$ cat config.mk
export PLATFORM = sky130hd
export DESIGN_NAME = bp_update_scheduler
export DESIGN_NICKNAME = d
export VERILOG_FILES = /design/src/rtl/bp_update_scheduler.sv
export SDC_FILE = /design/constraint.sdc
export NUM_CORES = 1
export LEC_CHECK = 0
export ABC_AREA = 1
export CORE_AREA = 2 2 135 137
export CTS_CLUSTER_DIAMETER = 40
export CTS_CLUSTER_SIZE = 40
export DETAILED_ROUTE_END_ITERATION = 10
export DIE_AREA = 0 0 137 139
export GPL_ROUTABILITY_DRIVEN = 0
export PLACE_DENSITY = 0.82
export SLEW_MARGIN = 20
export SYNTH_ARGS = -nofsm -noshare
export SYNTH_HDL_FRONTEND = slang
export SYNTH_SLANG_ARGS = --single-unit
$ cat constraint.sdc
create_clock -name clk_in -period 7.2 [get_ports clk_in]
set_input_delay 1.44 -clock clk_in [delete_from_list [all_inputs] [get_ports clk_in]]
set_output_delay 1.44 -clock clk_in [all_outputs]
set_load 0.03 [all_outputs]
$ cat src/rtl/bp_update_scheduler.sv
`default_nettype none
// ============================================================================
//  Module      : bp_update_scheduler
//  Description : Buffers up to two committed branch outcomes per cycle and
//                replays them to the branch predictor one per cycle, in order.
//  Revision    : 1.0 - initial release
// ============================================================================
module bp_update_scheduler #(
    parameter int DEPTH = 4,
    parameter int PTR_W = 2
) (
    input  logic             clk_in,
    input  logic             rst_n_in,
    input  logic             rdy_in,
    input  logic             commit0_valid,
    input  logic [31:0]      commit0_PC,
    input  logic             commit0_taken,
    input  logic             commit1_valid,
    input  logic [31:0]      commit1_PC,
    input  logic             commit1_taken,
    input  logic             drain_in,
    output logic             stall_out,
    output logic             idle_out,
    output logic [PTR_W:0]   count_out,
    output logic             update_en,
    output logic [31:0]      update_PC,
    output logic             update_result
);

    typedef enum logic [1:0] {
        ST_RUN   = 2'd0,
        ST_DRAIN = 2'd1,
        ST_IDLE  = 2'd2
    } state_t;

    // Two free slots are needed to take a dual commit, so stall above DEPTH-2.
    localparam logic [PTR_W:0] c_stall_lvl = (PTR_W + 1)'(DEPTH - 2);

    state_t             r_state_q;
    state_t             w_state_d;
    logic [PTR_W-1:0]   r_head_q;
    logic [PTR_W-1:0]   w_head_d;
    logic [PTR_W-1:0]   r_tail_q;
    logic [PTR_W-1:0]   w_tail_d;
    logic [PTR_W:0]     r_count_q;
    logic [PTR_W:0]     w_count_d;
    logic               r_upd_en_q;
    logic               w_upd_en_d;
    logic [31:0]        r_upd_pc_q;
    logic [31:0]        w_upd_pc_d;
    logic               r_upd_res_q;
    logic               w_upd_res_d;

    // Entry layout: {PC, taken}
    logic [32:0]        r_mem_q [DEPTH];

    logic               w_stall;
    logic               w_accept;
    logic               w_deq;
    logic [1:0]         w_enq_num;
    logic               w_wr0_en;
    logic               w_wr1_en;
    logic [PTR_W-1:0]   w_wr0_idx;
    logic [PTR_W-1:0]   w_wr1_idx;
    logic [32:0]        w_wr0_data;
    logic [32:0]        w_wr1_data;
    logic [32:0]        w_head_entry;

    assign w_stall      = (r_count_q > c_stall_lvl) || (r_state_q != ST_RUN);
    assign w_accept     = rdy_in && !w_stall;
    assign w_deq        = rdy_in && (r_count_q != '0);
    assign w_head_entry = r_mem_q[r_head_q];
    assign w_wr0_idx    = r_tail_q;
    assign w_wr1_idx    = r_tail_q + PTR_W'(1);

    // Enqueue: a lone valid commit (from either slot) always lands at tail.
    always_comb begin
        w_wr0_en   = 1'b0;
        w_wr1_en   = 1'b0;
        w_wr0_data = {commit0_PC, commit0_taken};
        w_wr1_data = {commit1_PC, commit1_taken};
        w_enq_num  = 2'd0;
        if (w_accept) begin
            if (commit0_valid && commit1_valid) begin
                w_wr0_en  = 1'b1;
                w_wr1_en  = 1'b1;
                w_enq_num = 2'd2;
            end else if (commit0_valid) begin
                w_wr0_en  = 1'b1;
                w_enq_num = 2'd1;
            end else if (commit1_valid) begin
                w_wr0_en   = 1'b1;
                w_wr0_data = {commit1_PC, commit1_taken};
                w_enq_num  = 2'd1;
            end
        end
    end

    always_comb begin
        w_tail_d    = r_tail_q + PTR_W'(w_enq_num);
        w_head_d    = r_head_q;
        w_upd_en_d  = r_upd_en_q;
        w_upd_pc_d  = r_upd_pc_q;
        w_upd_res_d = r_upd_res_q;
        if (w_deq) begin
            w_upd_en_d  = 1'b1;
            w_upd_pc_d  = w_head_entry[32:1];
            w_upd_res_d = w_head_entry[0];
            w_head_d    = r_head_q + PTR_W'(1);
        end else if (rdy_in) begin
            w_upd_en_d  = 1'b0;
        end
        w_count_d = r_count_q + (PTR_W + 1)'(w_enq_num) - (PTR_W + 1)'(w_deq);
    end

    always_comb begin
        w_state_d = r_state_q;
        if (rdy_in) begin
            case (r_state_q)
                ST_RUN: begin
                    if (drain_in) w_state_d = ST_DRAIN;
                end
                ST_DRAIN: begin
                    if (r_count_q == '0) w_state_d = drain_in ? ST_IDLE : ST_RUN;
                    else if (!drain_in)  w_state_d = ST_RUN;
                end
                ST_IDLE: begin
                    if (!drain_in) w_state_d = ST_RUN;
                end
                default: w_state_d = ST_RUN;
            endcase
        end
    end

    always_ff @(posedge clk_in) begin
        if (!rst_n_in) begin
            r_state_q   <= ST_RUN;
            r_head_q    <= '0;
            r_tail_q    <= '0;
            r_count_q   <= '0;
            r_upd_en_q  <= 1'b0;
            r_upd_pc_q  <= '0;
            r_upd_res_q <= 1'b0;
        end else begin
            r_state_q   <= w_state_d;
            r_head_q    <= w_head_d;
            r_tail_q    <= w_tail_d;
            r_count_q   <= w_count_d;
            r_upd_en_q  <= w_upd_en_d;
            r_upd_pc_q  <= w_upd_pc_d;
            r_upd_res_q <= w_upd_res_d;
        end
    end

    // Storage is not reset; occupancy is tracked entirely by the pointers.
    always_ff @(posedge clk_in) begin
        if (rst_n_in && w_wr0_en) r_mem_q[w_wr0_idx] <= w_wr0_data;
        if (rst_n_in && w_wr1_en) r_mem_q[w_wr1_idx] <= w_wr1_data;
    end

    assign stall_out     = w_stall;
    assign idle_out      = (r_state_q == ST_IDLE);
    assign count_out     = r_count_q;
    assign update_en     = r_upd_en_q;
    assign update_PC     = r_upd_pc_q;
    assign update_result = r_upd_res_q;

endmodule
`default_nettype wire
==> flow_summary.ini <==
[route]
final_antenna_net_count = 0
drt-total-wl_um = 21400
drt_first_pass_iters = 5
via_count = 7088
dr_wl_met3_um = 1460
top_layer = met4
drc = 0
viasPerCell = 5.47
drt-initial-drc-count = 871
dr_wl_met2_um = 10900
wl_met1_um = 8350
wl_per_cell_um = 16.5

[layout]
syn_to_final_growth_pct = 19.7
final.fill_count = 1488
multiInputGateArea_sq_um = 3210
fin_util_pct = 58.2
fin_area_sq_um = 10300
regArea_sq_um = 4830
drive_gt1_share_pct = 5.06
num_antenna_cells = 0
fin_nets = 1131

[synth]
synth.most_common_cell = nand2_1
syn_inst = 990
ys.flop_type = edfxtp_1
synth.top_cells.by_count = nand2_1, o21ai_0, nor2_1, edfxtp_1, o21ai_1
synthTopCellsByArea = edfxtp_1, o21ai_0, dfxtp_1, nand2_1, nor2_1
synth_edf_count = 132
synth_area_sq_um = 8580
synth_mux_area_share_pct = 0
yosys_warnings = 0
ys_seq_elements = 175
ys_seq_area_share_pct = 56.2
yosys.area_share.simple_pct = 17.4
synth_top_family_by_area = compound AO/OA/AOI/OAI gates
async_flop_share_pct = 0
yosys.area.top_type = edfxtp_1
synth_fa_ha_area_share_pct = 0.816
synth_fp_nets = 1067
synth_compound_area_share_pct = 18.6
yosys.area.top_type_share_pct = 46.2
synth_cell_type_count = 29
synth-xor-area-share_pct = 0.204
synth_area_per_cell_sq_um = 8.67

[clocking]
cts_buffers = 17
cts_setup_buffers = 0
cts.sinks = 175
clk_pin_slew_ns = 0.06
post_cts_resize_count = 0
ctsHoldBuffers = 0
cts_root_buf = clkbuf_16
clock_path_buffers = 2
cts_tree = done
cts_max_level = 4
clk_latency_ns = 0.44

[min_path]
hp-class = reg2reg

[placed_design]
hpwl_um = 12000
placed_area_sq_um = 9660
place_ws_ns = 1.98
io_buffers = 110

[sta]
timing.final.ws_setup_ns = 2.48
holdWs_ns = 0.464
fin_tns_setup_ns = 0
tightestPinTransition_ns = 1.03
relSlewSlack_pct = 31.0
period_needed_ns = 4.72
timing.final.crit_share_pct = 65.6
hold_viol_final = 0
fmax_mhz = 212
setup_viol = 0
fin_worst_skew_ns = 0.00892
rsz0062_at_grt = no
slew_viol_final = 0

[floorplanning]
die_area_sq_um = 19000
die_h_um = 139
core_sq_um = 17700
ioPinCount = 111
dieWidth_um = 137
start_util_pct = 48.6
row_count = 49

[power]
powerDensity_nw_per_um2 = 306
p_leak_nw = 4.00
ir_drop_v = 0.000210

[run]
maxCapViolCount = 0

[global_routing]
grt_pass1_wl_um = 34000
grt_pass1_vias = 6801
grt_util_all_layers_pct = 23.1
antenna_found_initial = 0
grt_max_degree = 69
overflow = 0

[critical_path]
start_kind = primary input
crit_type = in2reg
crit_required_ns = 7.26
crit_path_max_fanout = 67
arrival_ns = 4.78
endpoint_kind = flip-flop

[outcome]
run_status = finished clean
## path summary, 6_finish.rpt
| kind | start | endpoint | slack (ns) | depth (start not counted) |
|---|---|---|---|---|
| hold reg to reg | update_en | update_en | 0.46 | 2 |
| setup / recovery | rdy_in | r_mem_q[0][19] | 2.48 | 5 |
| hold / removal | update_en | update_en | 0.46 | 2 |
| setup reg to reg | count_out[2] | r_mem_q[0][19] | 3.58 | 5 |
## power breakdown
group,switching [mW],leakage (nW),internal (mW)
Combinational,0.575,2.14,0.312
Clock,0.383,0.301,0.584
Sequential,0.0726,1.55,1.22
## area by class of cell
cell class / count / area share (%)
Sequential cell: 175 / 47.0
Multi-Input combinational cell: 693 / 31.3
Timing Repair Buffer: 116 / 11.1
Clock inverter: 13 / 1.64
Tap cell: 229 / 2.79
Inverter: 51 / 1.86
Clock buffer: 19 / 4.31
## logic make-up (layout without fill, tap and decap cells)
logic type	after synthesis	after routing
flops	175	175
buf+inv	122	199
compound gates	309	309
fa+ha+maj	5	5
xor+xnor	2	2
simple gates	377	377
## layout by cell type (no fill, tap or decap), drive strengths merged
cell type / n
buf: 7
nand2: 215
fa: 1
o21bai: 2
edfxtp: 132
nor2: 147
nand3: 11
xor2: 1
inv: 50
clkinvlp: 1
clkbuf: 19
o211ai: 1
o21ai: 265
bufinv: 4
xnor2: 1
a21oi: 8
clkdlybuf4s50: 109
dfxtp: 43
clkinv: 9
ha: 4
nand4: 4
a31oi: 33
## registers in the layout, indices dropped and copies added, names as in the netlist
name / flops
update_en: 1
update_result: 1
count_out: 3
r_state_q: 2
r_tail_q: 2
r_head_q: 2
r_mem_q: 132
update_PC: 32
## per-stage QoR
stage	instances	power [mW]
final	1296	3.14
after global routing	1296	3.28
after CTS	1296	3.14
after detailed placement	1264	2.19
after global placement	1264	2.16
after floorplan	990	1.87
## routing by layer
layer | vias to the layer above | track usage [%]
met5 | - | 0
met4 | 0 | 10.9
met3 | 52 | 3.84
met2 | 293 | 39.5
met1 | 3236 | 28.1
li1 | 3507 | -
## critical path, stage by stage
cell,delay (ns)
clkdlybuf4s50_1,0.57
nand4_4,0.49
nor2_4,0.38
nand4_4,0.77
nand2_2,1.10
No activity file was read; power rests on OpenSTA's default activity.
